**src/rtl/adc_pkt_framer.sv**
```systemverilog
// adc_pkt_framer: packs sign-extended two-lane ADC samples into AXI-Stream packets of pkt_len beats.
// Latency: one cycle from an accepted input beat to m_axi_tvalid when the skid FIFO is empty.
// Backpressure: s_axi_tready is registered and drops two entries early; late beats are absorbed, beats hitting a full FIFO are dropped (sticky overflow).
//
// Ports:
//   s_axi_aclk / s_axi_reset         single clock, synchronous active-high reset
//   enable, pkt_len                  capture enable (level) and beats per packet (sampled on IDLE->RUN)
//   s_axi_tvalid/tdata/tready        upstream sample stream, lane1 in [31:16], lane0 in [15:0]
//   m_axi_tvalid/tdata/tlast/tready  downstream packet stream
//   frame_cnt, overflow              completed-packet count, sticky lost-beat flag
//
// Optional build macro ADC_PKT_HEADER_EN: prefixes every packet with a {16'hADC0, frame_cnt}
// header beat, emitted only once the packet's first data beat is sitting in the FIFO.
module adc_pkt_framer #(
    parameter int DATA_WIDTH        = 14,
    parameter int C_AXI_TDATA_WIDTH = 32,
    parameter int FIFO_DEPTH        = 4
) (
    input  logic                         s_axi_aclk,
    input  logic                         s_axi_reset,
    input  logic                         enable,
    input  logic [15:0]                  pkt_len,
    input  logic                         s_axi_tvalid,
    input  logic [C_AXI_TDATA_WIDTH-1:0] s_axi_tdata,
    output logic                         s_axi_tready,
    output logic                         m_axi_tvalid,
    output logic [C_AXI_TDATA_WIDTH-1:0] m_axi_tdata,
    output logic                         m_axi_tlast,
    input  logic                         m_axi_tready,
    output logic [15:0]                  frame_cnt,
    output logic                         overflow
);

    localparam int AW = $clog2(FIFO_DEPTH);
    localparam logic [AW:0] DEPTH_C  = (AW+1)'(FIFO_DEPTH);
    localparam logic [AW:0] DEPTH_M2 = (AW+1)'(FIFO_DEPTH - 2);
    localparam logic [AW:0] CNT_ONE  = (AW+1)'(1);

    typedef enum logic [1:0] {IDLE, RUN, DRAIN} state_t;

    state_t                         state_q, state_d;
    logic [C_AXI_TDATA_WIDTH-1:0]   mem_q [FIFO_DEPTH];
    logic [AW-1:0]                  wr_ptr_q, rd_ptr_q;
    logic [AW:0]                    count_q, count_d;
    logic [15:0]                    len_q, len_d;
    logic [15:0]                    beat_q, beat_d;
    logic [15:0]                    frame_q, frame_d;
    logic                           ovf_q, ovf_d;
    logic                           s_rdy_q, s_rdy_d;

    logic [C_AXI_TDATA_WIDTH-1:0]   wr_dat;
    logic                           fifo_empty, fifo_full;
    logic                           push, pop, out_hs;
    logic                           data_last;
    logic                           start;
    logic                           hdr_active;

    // Lane bits above DATA_WIDTH-1 are deliberately ignored.
    logic unused_tdata;
    assign unused_tdata = ^s_axi_tdata;

    // Sign-extend each 16-bit lane from bit DATA_WIDTH-1.
    always_comb begin
        wr_dat = '0;
        for (int i = 0; i < 16; i++) begin
            wr_dat[i]    = (i < DATA_WIDTH) ? s_axi_tdata[i]      : s_axi_tdata[DATA_WIDTH-1];
            wr_dat[16+i] = (i < DATA_WIDTH) ? s_axi_tdata[16+i]   : s_axi_tdata[16+DATA_WIDTH-1];
        end
    end

    assign fifo_empty = (count_q == '0);
    assign fifo_full  = (count_q == DEPTH_C);
    assign out_hs     = !fifo_empty && m_axi_tready;
    // A header handshake does not consume a FIFO entry.
    assign pop        = out_hs && !hdr_active;
    // A full FIFO still takes a write when the head leaves in the same cycle.
    assign push       = (state_q == RUN) && s_axi_tvalid && (!fifo_full || pop);

    // End of packet: counter reached the latched length, or the last beat left while draining.
    assign data_last  = (beat_q == len_q - 16'd1) ||
                        ((state_q == DRAIN) && (count_q == CNT_ONE));

    assign m_axi_tvalid = !fifo_empty;
    assign m_axi_tlast  = !fifo_empty && !hdr_active && data_last;
    assign s_axi_tready = s_rdy_q;
    assign frame_cnt    = frame_q;
    assign overflow     = ovf_q;

`ifdef ADC_PKT_HEADER_EN
    logic hdr_pend_q, hdr_pend_d;

    assign hdr_active  = hdr_pend_q && !fifo_empty;
    assign m_axi_tdata = fifo_empty ? '0 :
                         hdr_active ? {16'hADC0, frame_q} : mem_q[rd_ptr_q];

    always_comb begin
        hdr_pend_d = hdr_pend_q;
        if (out_hs && hdr_active) hdr_pend_d = 1'b0;
        if (pop && m_axi_tlast)   hdr_pend_d = 1'b1;
        if (start)                hdr_pend_d = 1'b1;
    end

    always_ff @(posedge s_axi_aclk) begin
        if (s_axi_reset) hdr_pend_q <= 1'b0;
        else             hdr_pend_q <= hdr_pend_d;
    end
`else
    assign hdr_active  = 1'b0;
    assign m_axi_tdata = fifo_empty ? '0 : mem_q[rd_ptr_q];
`endif

    always_comb begin
        state_d = state_q;
        len_d   = len_q;
        beat_d  = beat_q;
        frame_d = frame_q;
        ovf_d   = ovf_q;
        start   = 1'b0;

        case (state_q)
            IDLE:    if (enable) begin
                         state_d = RUN;
                         start   = 1'b1;
                     end
            RUN:     if (!enable) state_d = DRAIN;
            DRAIN:   if (fifo_empty) state_d = IDLE;
            default: state_d = IDLE;
        endcase

        if (pop) begin
            if (m_axi_tlast) begin
                beat_d  = '0;
                frame_d = frame_q + 16'd1;
            end else begin
                beat_d  = beat_q + 16'd1;
            end
        end

        if ((state_q == RUN) && s_axi_tvalid && fifo_full && !pop) ovf_d = 1'b1;

        if (start) begin
            len_d  = (pkt_len == 16'd0) ? 16'd1 : pkt_len;
            beat_d = '0;
            ovf_d  = 1'b0;
        end

        case ({push, pop})
            2'b10:   count_d = count_q + CNT_ONE;
            2'b01:   count_d = count_q - CNT_ONE;
            default: count_d = count_q;
        endcase

        // Two slots of headroom cover the beat already in flight behind the registered ready.
        s_rdy_d = (state_d == RUN) && (count_d <= DEPTH_M2);
    end

    always_ff @(posedge s_axi_aclk) begin
        if (s_axi_reset) begin
            state_q  <= IDLE;
            wr_ptr_q <= '0;
            rd_ptr_q <= '0;
            count_q  <= '0;
            len_q    <= '0;
            beat_q   <= '0;
            frame_q  <= '0;
            ovf_q    <= 1'b0;
            s_rdy_q  <= 1'b0;
        end else begin
            state_q  <= state_d;
            if (push) wr_ptr_q <= wr_ptr_q + 1'b1;
            if (pop)  rd_ptr_q <= rd_ptr_q + 1'b1;
            count_q  <= count_d;
            len_q    <= len_d;
            beat_q   <= beat_d;
            frame_q  <= frame_d;
            ovf_q    <= ovf_d;
            s_rdy_q  <= s_rdy_d;
        end
    end

    // Storage needs no reset: an empty FIFO masks the head on m_axi_tdata.
    always_ff @(posedge s_axi_aclk) begin
        if (push) mem_q[wr_ptr_q] <= wr_dat;
    end

endmodule
```
**config.mk**
```make
export PLATFORM = sky130hd
export DESIGN_NAME = adc_pkt_framer
export DESIGN_NICKNAME = d
export VERILOG_FILES = /design/src/rtl/adc_pkt_framer.sv
export SDC_FILE = /design/constraint.sdc
export NUM_CORES = 1
export LEC_CHECK = 0
export ABC_AREA = 1
export BUFFER_PORTS_ARGS = -buffer_cell sky130_fd_sc_hd__buf_2
export CAP_MARGIN = 15
export CORE_UTILIZATION = 58
export DETAILED_ROUTE_END_ITERATION = 8
export PLACE_DENSITY_LB_ADDON = 0.25
export SLEW_MARGIN = 20
export SYNTH_ARGS = -nofsm -noshare
export SYNTH_HDL_FRONTEND = slang
export SYNTH_SLANG_ARGS = --single-unit
```
**constraint.sdc**
```tcl
create_clock -name s_axi_aclk -period 2.9 [get_ports s_axi_aclk]
set_input_delay 0.145 -clock s_axi_aclk [delete_from_list [all_inputs] [get_ports s_axi_aclk]]
set_output_delay 0.145 -clock s_axi_aclk [all_outputs]
set_load 0.005 [all_outputs]
```
==> impl_results.md, run 1 <==
* Status: complete, no violations
* Tcrit/Tclk final at roughly nine tenths
* Largest family of logic cells by synthesized area: simple AND/OR/NAND/NOR gates
* Relative slew slack at 55.0%
* Multiplexer share of the synthesized area at 0%
* CTS root buf: clkbuf_16
* Ys flop type: edfxtp_1
* H-tree Lvls at 4
* Synthesized Nets at 951
* Total Routed Length at approximately 17 mm
* Switching portion of total power at about a quarter
* Mapped Area at around 0.008 mm²
* Skew final at between 8 and 9 ps
* Total Neg Setup Slack at 0 ps
* Met3 wire len at about 840 µm
* Worst slew pin tran at 675 ps
* Vias in the first global route at around 6,000
* Die span in x at ~120 µm
* Simple-gate portion of the synthesized area at a little over a fifth
* Reg2reg path depth at 10
* Yosys top cell by area: edfxtp_1
* Adder-Cell Fraction of Synth Area at 2.04%
* Int Power at between 4 and 5 mW
* Crit. Startpoint: len_q[0]$_SDFFE_PP0P_
* Worst Setup End Kind: output pin
* Top layer reached by signal wires: met4
* CTS tree: built
* Die H at about 120 µm
* Initial antenna violation count at 0
* Cells after Synth at 885
* DR WL/cell at between 10 and 15 µm
* RSZ-0062 raised after global routing: no
* # DRC at 0
* Ys Warns at 0
* Number of synthesized flops with an enable pin at around 110
* FF-to-FF End: s_axi_tready$_SDFF_PP0_
* Largest net degree at the start of global routing at 57
* Post-CTS resize count at 0
* Share of the synthesized area in the top cell type at a little over two fifths
* Final Power at around 5.5 mW
* Top post-synthesis cells by area: edfxtp_1, dfxtp_1, nor2_1, nand2_1, o21ai_0
* Worst r2r src: count_q[0]$_SDFF_PP0_
* CTS Sinks at about 170
* Startpoint types: flip-flop
* Ant diodes at 0
* Detail Route Antenna Nets at 0
* Placed Cells at 1,135
* Via Count at about 6,400
* Final-layout fill cell count at approximately 1,000
* Cell Pwr Density at between 500 and 600 mW/mm²
* Overall Global Routing Usage at roughly a quarter
* Buffers on Ports at 100
* Comb power frac at 11.3%
* Reg power frac at between 40 and 50%
* Clock share of power at between 30 and 40%
* Ys async rst share at 0%
* Synth top cells by count: nor2_1, nand2_1, edfxtp_1
* Min Tclk post-route at about 2600 ps
* Setup CP Type: reg2out
* P_leak at 3.85 nW
* Clk slew on worst S/H paths at around 70 ps
* First-pass iteration count of the detailed router at 5
* CP required at 2760 ps
* Met2 WL at 8.43 mm
* Num CTS Buffers at 17
* RD Place Congestion at around 0.95
* Top-Level Pins at 105
* Top-count cell post-synth: nor2_1
* Post-placement cell area at 0.00861 mm²
* Syn avg cell area at 9.01 µm²
* Netlist cell types at 32
* Clock Latency Late Sink at about 430 ps
* Layout cells sized above 1 at between 10% and 20%
* Via density at ~5.3
* Fin area at between 0.009 and 0.01 mm²
* # nets final at about 1,100
* Yosys reg bits at approximately 170
* Total congestion overflow at 0
* Initial Util at approximately 60%
* Fin util at between 70 and 80%
* Row Count at 42
* Final setup fails at 0
* Max Fclk at approximately 380 MHz
* R2r setup slk at roughly 570 ps
* Worst setup path endpoint: m_axi_tlast
* Final HPWL DP at 10.6 mm
* First-pass GRT wire length at ~28 mm
* Synth Area in XOR/XNOR at under 10%
* NetSw at roughly 1.4 mW
* Core area at approximately 0.013 mm²
* Max rail drop VDD at around 0.00028 V
* Post-layout instance count excluding filler cells at ~1,200
* Max Root-Sink Buffers at 2
* Max-cap viol count at 0
* Fraction of the mapped netlist area in compound gates at 9.68%
* Total die area at 0.0142 mm²
* CP Max Fanout at 10
* Fin. max-slew vios at 0
* DR iter-0 viols at 474
* Worst hold path type: in2reg
* Metal-1 WL at approximately 7.5 mm
* Final Hold Vio Count at 0
* Register area share after synthesis at 57.5%
* CP arrival at between 2000 and 3000 ps
* Layout area overhead at 20.9%
[what timing repair did]
item                                    4_1_cts  5_1_grt
hold buffers                                 44        0
endpoints found under the setup margin        0        1
setup buffers                                 0        3
endpoints found under the hold margin       128        0
[sequential cells by signal (all words and copies together) (netlist names), named ones only]
name / cells
len_q: 16
mem_q: 112
beat_q: 16
wr_ptr_q: 2
state_q: 2
count_q: 3
overflow: 1
s_axi_tready: 1
frame_cnt: 16
rd_ptr_q: 2
[per-layer routing]
| metal | vias to the layer above | global-route usage (%) |
|---|---|---|
| met4 | 0 | 10.8 |
| met5 | - | 0 |
| met1 | 2973 | 30.7 |
| met3 | 30 | 4.60 |
| li1 | 3233 | - |
| met2 | 205 | 44.0 |
[power by group through the flow]
stage	registers, mW	clock network [mW]	logic (mW)
final	2.70	2.20	0.625
after global routing	2.70	2.34	0.702
after detailed placement	2.75	0	0.571
after global placement	2.75	0	0.560
after CTS	2.70	2.23	0.621
after floorplan	2.74	0	0.387
[area by class of cell]
class	count	area (µm²)	area share, %
Clock inverter	15	153	1.58
Clock buffer	17	425	4.41
Tap cell	176	220	2.28
Multi-Input combinational cell	604	2950	30.5
Inverter	70	263	2.72
Timing Repair Buffer	159	1050	10.9
Sequential cell	173	4590	47.5
[layout by cell type, fill, tap and decap left out, drive strengths merged]
cell,netlist,routed
nand2,122,122
o21bai,1,1
o31ai,1,1
or2,1,1
xor2,19,19
o21ai,87,87
xnor2,10,10
o21a,2,2
clkbuf,21,17
nor3,11,11
nand4,4,4
ha,13,13
a31oi,1,1
clkinvlp,0,2
bufinv,0,1
o2111ai,1,1
a21oi,56,56
nand3b,3,3
nand3,62,62
dfxtp,61,61
nor2,202,202
dlygate4sd3,0,44
nor4,8,8
edfxtp,112,112
inv,70,78
buf,17,115
clkinv,0,4
[stage by stage]
stage / setup slack, ps / hold slack (ps)
floorplan: 212 / 244
global placement: 557 / 356
detailed placement: 515 / 361
CTS: 76.7 / 0.433
global route: 46.2 / 54.9
finish: 251 / 20.1
[cells by family (layout without fill, tap and decap cells)]
family | count (synthesis) | count (layout)
and+or+nand+nor | 413 | 413
DFF | 173 | 173
buffers and inverters | 108 | 261
adders and majority gates | 13 | 13
xor gates and xnor gates | 29 | 29
AOI/OAI and AO/OA | 149 | 149
[critical path: stages (launching register included)]
cell      delay [ps]
dfxtp_1          340
inv_2             90
ha_1             210
nand2_1          120
nor2_2           170
nand2_1          110
nand3_1           80
nand2_1           50
nor2_1           130
nand3_2          140
o21bai_4         230
buf_4            200
nand2_1           60
inv_1             40
buf_2             90
[worst min-delay path by stage]
stage,cells after the start,to,slack (ps),startpoint
after floorplan,0,mem_q[0][0]$_DFFE_PP_,240,s_axi_tdata[0]
after global placement,1,mem_q[0][0]$_DFFE_PP_,360,s_axi_tdata[0]
after detailed placement,1,mem_q[1][2]$_DFFE_PP_,360,s_axi_tdata[2]
after CTS,3,len_q[0]$_SDFFE_PP0P_,0.4,pkt_len[0]
after global routing,3,len_q[0]$_SDFFE_PP0P_,50,pkt_len[0]
final,3,len_q[0]$_SDFFE_PP0P_,20,pkt_len[0]
Note: power is estimated with default switching activity, not from simulation.
==> inputs of run 2 (changes only) <==
Settings changed: ABC_AREA 1 to default.
==> run 2 against run 1 <==
Synthesized area decreased by 2.5%. Sequential cell count unchanged. Critical path type unchanged. Routed wire length increased by 1.1%. First-iteration DRC count decreased by 18%.
==> impl_results.md, run 2 <==
* Total congestion overflow at 0 (unchanged)
* Fin util at 74.9% (was 72.3%)
* # nets final at 815 (was 1,091)
* Clock Latency Late Sink at 420 ps (was 430 ps)
* Worst slew pin tran at 719 ps (was 675 ps)
* FF-to-FF End: frame_cnt[7]$_SDFFE_PP0P_ (was s_axi_tready$_SDFF_PP0_)
* Yosys reg bits at 173 (unchanged)
* Die span in x at 118 µm (was 119 µm)
* Ys async rst share at 0% (unchanged)
* Vias in the first global route at 5,621 (was 6,016)
* Max-cap viol count at 0 (unchanged)
* Minimum hold slack at 37.6 ps (was 20.1 ps)
* Max rail drop VDD at 0.000378 V (was 0.000284 V)
* Final setup fails at 0 (unchanged)
* # DRC at 0 (unchanged)
* First-pass iteration count of the detailed router at 4 (was 5)
* Core area at 0.0128 mm² (was 0.0133 mm²)
* Top-count cell post-synth: edfxtp_1 (was nor2_1)
* CTS Sinks at 173 (unchanged)
* Top reg by flops: mem_q (unchanged)
* Total die area at 0.0139 mm² (was 0.0142 mm²)
* Mapped Area at 0.00778 mm² (was 0.00798 mm²)
* CTS tree: built (unchanged)
* RSZ-0062 raised after global routing: yes (was no)
* Max Root-Sink Buffers at 2 (unchanged)
* Worst hold path type: in2reg (unchanged)
* Cells after Synth at 598 (was 885)
* Cell Pwr Density at 562 mW/mm² (was 573 mW/mm²)
* Overall Global Routing Usage at 26.3% (was 25.3%)
* Crit path largest cell delay at 580 ps (was 340 ps)
* Most frequent cells in the layout: edfxtp_1, buf_2, dfxtp_1 (was nor2_1, nand2_1, edfxtp_1)
* Skew final at 8.28 ps (was 8.17 ps)
* Worst-path cell chain: or4_4 -> o31a_1 -> o32a_1 -> a22oi_4 -> nand3_2 -> a21oi_2 -> buf_2 (was inv_2 -> ha_1 -> nand2_1 -> nor2_2 -> nand2_1 -> nand3_1 -> nand2_1 -> nor2_1 -> nand3_2 -> o21bai_4 -> buf_4 -> nand2_1 -> inv_1 -> buf_2)
* Slowest stage cell, crit path: or4_4 (was dfxtp_1)
* Min Tclk post-route at 2840 ps (was 2650 ps)
* Layout area overhead at 23.5% (was 20.9%)
* DR iter-0 viols at 390 (was 474)
* WHS Endpoint: overflow$_SDFFE_PP0P_ (was len_q[0]$_SDFFE_PP0P_)
* Total Neg Setup Slack at 0 ps (unchanged)
* Worst Setup End Kind: output pin (unchanged)
* CTS root buf: clkbuf_16 (unchanged)
* Clk slew on worst S/H paths at 60 ps (was 70 ps)
* Layout cells sized above 1 at 28.3% (was 16.5%)
* Fin area at 0.00961 mm² (was 0.00965 mm²)
* CP Max Fanout at 6 (was 10)
* P_leak at 3.61 nW (was 3.85 nW)
* Tcrit/Tclk final at 97.8% (was 91.4%)
* Relative slew slack at 51.9% (was 55.0%)
* RD Place Congestion at 0.843 (was 0.949)
* Hold depth at 3 (unchanged)
* DR WL/cell at 18.4 µm (was 14.0 µm)
* Final Power at 5.39 mW (was 5.52 mW)
* Initial Util at 60.6% (was 59.8%)
* Status: complete, no violations (unchanged)
* Netlist cell types at 56 (was 32)
* Setup CP Type: reg2out (unchanged)
* Top post-synthesis cells by area: edfxtp_1, dfxtp_1, mux4_2, and2_1, nor2_1 (was edfxtp_1, dfxtp_1, nor2_1, nand2_1, o21ai_0)
* H-tree Lvls at 4 (unchanged)
* Buffers on Ports at 100 (unchanged)
* Die H at 118 µm (was 119 µm)
* Max Fclk at 353 MHz (was 377 MHz)
* Ant diodes at 0 (unchanged)
* Commonest non-fill, non-tap cell in the layout: edfxtp_1 (was nor2_1)
* R2r setup slk at 110 ps (was 570 ps)
* Total Routed Length at 17.2 mm (was 17.0 mm)
* Share of the synthesized area in the top cell type at 43.3% (was 42.2%)
* Num CTS Buffers at 17 (unchanged)
* Row Count at 41 (was 42)
* Yosys top cell by area: edfxtp_1 (unchanged)
* Reg2reg path depth at 11 (was 10)
* Max reg flops at 112 (unchanged)
* Initial antenna violation count at 0 (unchanged)
* Synthesized Nets at 664 (was 951)
* WP buf/inv at 1 (was 4)
* First-pass GRT wire length at 28.0 mm (about the same)
* Final HPWL DP at 10.5 mm (was 10.6 mm)
* Syn avg cell area at 13.0 µm² (was 9.01 µm²)
* CP delay by family, top: compound AO/OA/AOI/OAI gates (was simple AND/OR/NAND/NOR gates)
* Final Hold Vio Count at 0 (unchanged)
* Final-layout fill cell count at 810 (was 998)
* Via density at 5.83 (was 5.31)
* Synth top cells by count: edfxtp_1, dfxtp_1, nor2_1 (was nor2_1, nand2_1, edfxtp_1)
* Via Count at 5,437 (was 6,441)
* Startpoint types: flip-flop (unchanged)
* Register area share after synthesis at 59.0% (was 57.5%)
* CP required at 2760 ps (about the same)
* Post-placement cell area at 0.00852 mm² (was 0.00861 mm²)
* Worst hold start: s_axi_tvalid (was pkt_len[0])
* CP arrival at 2690 ps (was 2500 ps)
* Ys flop type: edfxtp_1 (unchanged)
* Detail Route Antenna Nets at 0 (unchanged)
* Fin. max-slew vios at 0 (unchanged)
* Worst r2r src: len_q[0]$_SDFFE_PP0P_ (was count_q[0]$_SDFF_PP0_)
* Number of synthesized flops with an enable pin at 112 (unchanged)
* Largest net degree at the start of global routing at 48 (was 57)
* Ys Warns at 0 (unchanged)
* Top-Level Pins at 105 (unchanged)
[run 2: worst max path at each step]
stage	startpoint	endpoint	cells after the start
after floorplan	len_q[2]$_SDFFE_PP0P_	frame_cnt[3]$_SDFFE_PP0P_	9
after global placement	len_q[2]$_SDFFE_PP0P_	frame_cnt[7]$_SDFFE_PP0P_	8
after detailed placement	len_q[0]$_SDFFE_PP0P_	frame_cnt[7]$_SDFFE_PP0P_	10
after CTS	len_q[2]$_SDFFE_PP0P_	m_axi_tlast	7
after global routing	len_q[6]$_SDFFE_PP0P_	m_axi_tlast	7
final	len_q[2]$_SDFFE_PP0P_	m_axi_tlast	7
[run 2: worst register-to-register path: stages (launching register included)]
cell      delay [ps]
dfxtp_1          330
inv_1             50
ha_2             220
nor2b_1          140
or3_1            350
a311oi_2         360
o311a_1          260
buf_4            130
nand4_1          100
buf_4            200
a21boi_0         190
mux2_2           350
[run 2: timing repair]
item | CTS | global route
buffers inserted | 1 | 0
resized for setup | 3 | 8
hold buffers | 42 | 0
endpoints found under the hold margin | 126 | 0
pin swaps | 1 | 0
endpoints found under the setup margin | 1 | 29
[run 2: power breakdown]
| group | switching, mW | leakage [nW] | internal, mW |
|---|---|---|---|
| clock network | 0.904 | 0.294 | 1.43 |
| logic | 0.200 | 1.81 | 0.183 |
| registers | 0.0220 | 1.51 | 2.65 |
| total | 1.13 | 3.61 | 4.27 |
[run 2: metrics by stage]
step | setup WS (ps) | instances
floorplan | 210 | 598
detailed placement | 63.3 | 859
global placement | 109 | 859
CTS | 42.1 | 933
finish | 64.1 | 933
global route | -21.5 | 933
[run 2: area by class of cell]
class	count	area (µm²)	share of cell area (%)
multi-input combinational	376	3030	31.6
clock inverter	12	169	1.76
sequential	173	4590	47.7
inverter	15	56.3	0.586
clock buffer	19	433	4.51
tap	172	215	2.24
timing repair buffer	166	1110	11.6
[run 2: logic make-up after synthesis]
group,after synthesis,share of synthesized area (%)
mux,50,11.2
xor+xnor,31,3.49
simple gates,230,16.3
fa+ha+maj,13,2.09
compound gates,52,5.23
buf+inv,49,2.75
flops,173,59.0
[run 2: metal layers]
layer | part of all wire (%) | up-vias | track usage [%] | wire length [µm]
li1 | - | 2530 | - | -
met1 | 41 | 2663 | 31.9 | 7020
met2 | 52 | 200 | 45.3 | 8880
met3 | 4.7 | 44 | 4.65 | 813
met4 | 2.8 | 0 | 12.7 | 488
met5 | 0 | - | 0 | 0
==> inputs of run 3 (changes only) <==
Settings changed: CORE_UTILIZATION 58 to 37.
==> run 3 against run 2 <==
Setup slack improved by 33 ps. Worst hold slack got worse by 1.5 ps. Sequential share of layout area fell by 0.95 points. Final cell count rose by 11%. First-iteration DRC count fell by 14%. Routed wire length fell by 2.2%. Register-to-register slack barely moved. Via count fell by 1.8%. Global-route usage fell by 10 points. Critical path depth did not move. Design area rose by 2.0%. Largest power group unchanged. Highest routed layer unchanged.
==> impl_results.md, run 3 (synthesis results as in run 2) <==
* Status: complete, no violations (unchanged)
* Crit path largest cell delay at 590 ps (was 580 ps)
* RD Place Congestion at 0.817 (was 0.843)
* Grt met1 use at 18.7% (was 31.9%)
* Final setup fails at 0 (unchanged)
* Skew final at 9.50 ps (was 8.28 ps)
* Worst r2r src: len_q[2]$_SDFFE_PP0P_ (was len_q[0]$_SDFFE_PP0P_)
* CP required at 2760 ps (about the same)
* Multi-input gate area at 0.00302 mm² (was 0.00303 mm²)
* Layout area overhead at 26.0% (was 23.5%)
* Overall Global Routing Usage at 16.3% (was 26.3%)
* Final HPWL DP at 10.9 mm (was 10.5 mm)
* Fin area at 0.00980 mm² (was 0.00961 mm²)
* Total die area at 0.0216 mm² (was 0.0139 mm²)
* Clk slew on worst S/H paths at 80 ps (was 60 ps)
* P_leak at 3.64 nW (was 3.61 nW)
* M3 GR Usage at 3.57% (was 4.65%)
* Via Count at 5,340 (was 5,437)
* Initial antenna violation count at 0 (unchanged)
* Max Root-Sink Buffers at 2 (unchanged)
* Max reg flops at 112 (unchanged)
* Total Routed Length at 16.8 mm (was 17.2 mm)
* Max rail drop VDD at 0.000382 V (was 0.000378 V)
* Final-layout fill cell count at 1,814 (was 810)
* Top reg by flops: mem_q (unchanged)
* Worst hold path type: in2reg (unchanged)
* Row Count at 52 (was 41)
* Largest net degree at the start of global routing at 48 (unchanged)
* Top-Level Pins at 105 (unchanged)
* Detail Route Antenna Nets at 0 (unchanged)
* Clock Latency Late Sink at 430 ps (was 420 ps)
* # nets final at 817 (was 815)
* RSZ-0062 raised after global routing: yes (unchanged)
* Commonest non-fill, non-tap cell in the layout: edfxtp_1 (unchanged)
* Max-cap viol count at 0 (unchanged)
* Max Fclk at 357 MHz (was 353 MHz)
* Core area at 0.0204 mm² (was 0.0128 mm²)
* Worst-path cell chain: or4_4 -> o31a_1 -> o32a_1 -> a22oi_4 -> nand3_4 -> a21oi_1 -> buf_2 (was or4_4 -> o31a_1 -> o32a_1 -> a22oi_4 -> nand3_2 -> a21oi_2 -> buf_2)
* Relative slew slack at 26.8% (was 51.9%)
* Post-placement cell area at 0.00869 mm² (was 0.00852 mm²)
* CTS Sinks at 173 (unchanged)
* Final Hold Vio Count at 0 (unchanged)
* Die H at 147 µm (was 118 µm)
* Cell Pwr Density at 550 mW/mm² (was 562 mW/mm²)
* Slowest stage cell, crit path: or4_4 (unchanged)
* CTS root buf: clkbuf_16 (unchanged)
* Die span in x at 147 µm (was 118 µm)
* Worst slew pin tran at 1090 ps (was 719 ps)
* Tcrit/Tclk final at 96.7% (was 97.8%)
* Total Neg Setup Slack at 0 ps (unchanged)
* Most frequent cells in the layout: edfxtp_1, buf_2, dfxtp_1 (unchanged)
* Startpoint types: flip-flop (unchanged)
* Min Tclk post-route at 2800 ps (was 2840 ps)
* DR iter-0 viols at 334 (was 390)
* # DRC at 0 (unchanged)
* Most Used Layer, Global Route: met2 (unchanged)
* Final Power at 5.39 mW (about the same)
* Ant diodes at 0 (unchanged)
* Fin. max-slew vios at 0 (unchanged)
* Vias in the first global route at 5,454 (was 5,621)
* Buffers on Ports at 100 (unchanged)
* DR WL/cell at 16.3 µm (was 18.4 µm)
* Reg2reg path depth at 8 (was 11)
* Register area at 0.00459 mm² (unchanged)
* Initial Util at 38.1% (was 60.6%)
* Setup CP Type: reg2out (unchanged)
* Total congestion overflow at 0 (unchanged)
* WP buf/inv at 1 (unchanged)
* Worst Setup End Kind: output pin (unchanged)
* R2r setup slk at 110 ps (about the same)
* H-tree Lvls at 4 (unchanged)
* Num CTS Buffers at 17 (unchanged)
* WHS Endpoint: overflow$_SDFFE_PP0P_ (unchanged)
* Worst hold start: s_axi_tvalid (unchanged)
* First-pass iteration count of the detailed router at 4 (unchanged)
* First-pass GRT wire length at 27.2 mm (was 28.0 mm)
* Via density at 5.16 (was 5.83)
* CP delay by family, top: compound AO/OA/AOI/OAI gates (unchanged)
* CTS tree: built (unchanged)
* FF-to-FF End: frame_cnt[7]$_SDFFE_PP0P_ (unchanged)
* GR Util met2 at 29.8% (was 45.3%)
* Hold depth at 3 (unchanged)
* Layout cells sized above 1 at 28.0% (was 28.3%)
* CP arrival at 2660 ps (was 2690 ps)
* CP Max Fanout at 6 (unchanged)
==> run 3: changes by cell type in the layout (fill, tap and decap cells not counted), moves of 2 or more <==
cell	change
buf_12	+4
buf_4	-4
bufinv_16	-3
clkbuf_1	-2
clkinv_2	-4
clkinv_8	+2
dlygate4sd3_1	+2
inv_6	+2
inv_8	+8
==> run 3: stage by stage <==
step	worst slack (ps)	hold slack, ps	utilization [%]	cells
6_report	96.9	36.1	48.0	1034
5_1_grt	-56.0	39.0	48.0	1034
4_1_cts	1.38	17.2	47.8	1034
3_5_place_dp	26.3	362	42.6	957
3_3_place_gp	88.1	355	42.6	957
2_1_floorplan	210	244	-	598
==> run 3: power breakdown <==
part           total [mW]  switching [mW]  internal (mW)
logic               0.379           0.193          0.187
clock network        2.34            1.08           1.25
registers            2.67          0.0215           2.65
==> run 3: how the worst max path moves through the flow <==
stage                     startpoint                   endpoint  slack (ps)  cells past startpoint
2_1_floorplan  len_q[2]$_SDFFE_PP0P_  frame_cnt[3]$_SDFFE_PP0P_         210                      9
3_3_place_gp   len_q[2]$_SDFFE_PP0P_  frame_cnt[7]$_SDFFE_PP0P_          90                      8
3_5_place_dp   len_q[2]$_SDFFE_PP0P_  frame_cnt[7]$_SDFFE_PP0P_          30                      8
4_1_cts        len_q[2]$_SDFFE_PP0P_                m_axi_tlast           1                      7
5_1_grt        len_q[2]$_SDFFE_PP0P_                m_axi_tlast         -60                      7
6_report       len_q[2]$_SDFFE_PP0P_                m_axi_tlast         100                      7
==> run 3: final cells by class <==
cell class	count	share of cell area, %
flip-flops and latches	173	46.8
well taps	270	3.45
repair buffers	168	12.1
clock buffers	17	4.34
clock inverters	15	1.91
multi-input cells	376	30.9
inverters	15	0.574
==> run 3: timing repair <==
action                                  in CTS  in global routing
hold buffers                                44                  0
buffers inserted                             1                  0
hold endpoints to repair                   128                  0
resized for setup                            1                  8
pin swaps                                    1                  2
endpoints found under the setup margin       1                 29
==> run 3: worst min-delay path, delay by kind of cell <==
family          cells  cell delay, ps
compound gates      1             110
simple gates        1              80
buf+inv             1             100
==> run 3: metal layers <==
metal | vias to the layer above | part of all wire, %
met5 | - | 0
met4 | 0 | 1.7
met3 | 29 | 4.1
met2 | 128 | 52
met1 | 2644 | 42
li1 | 2539 | -
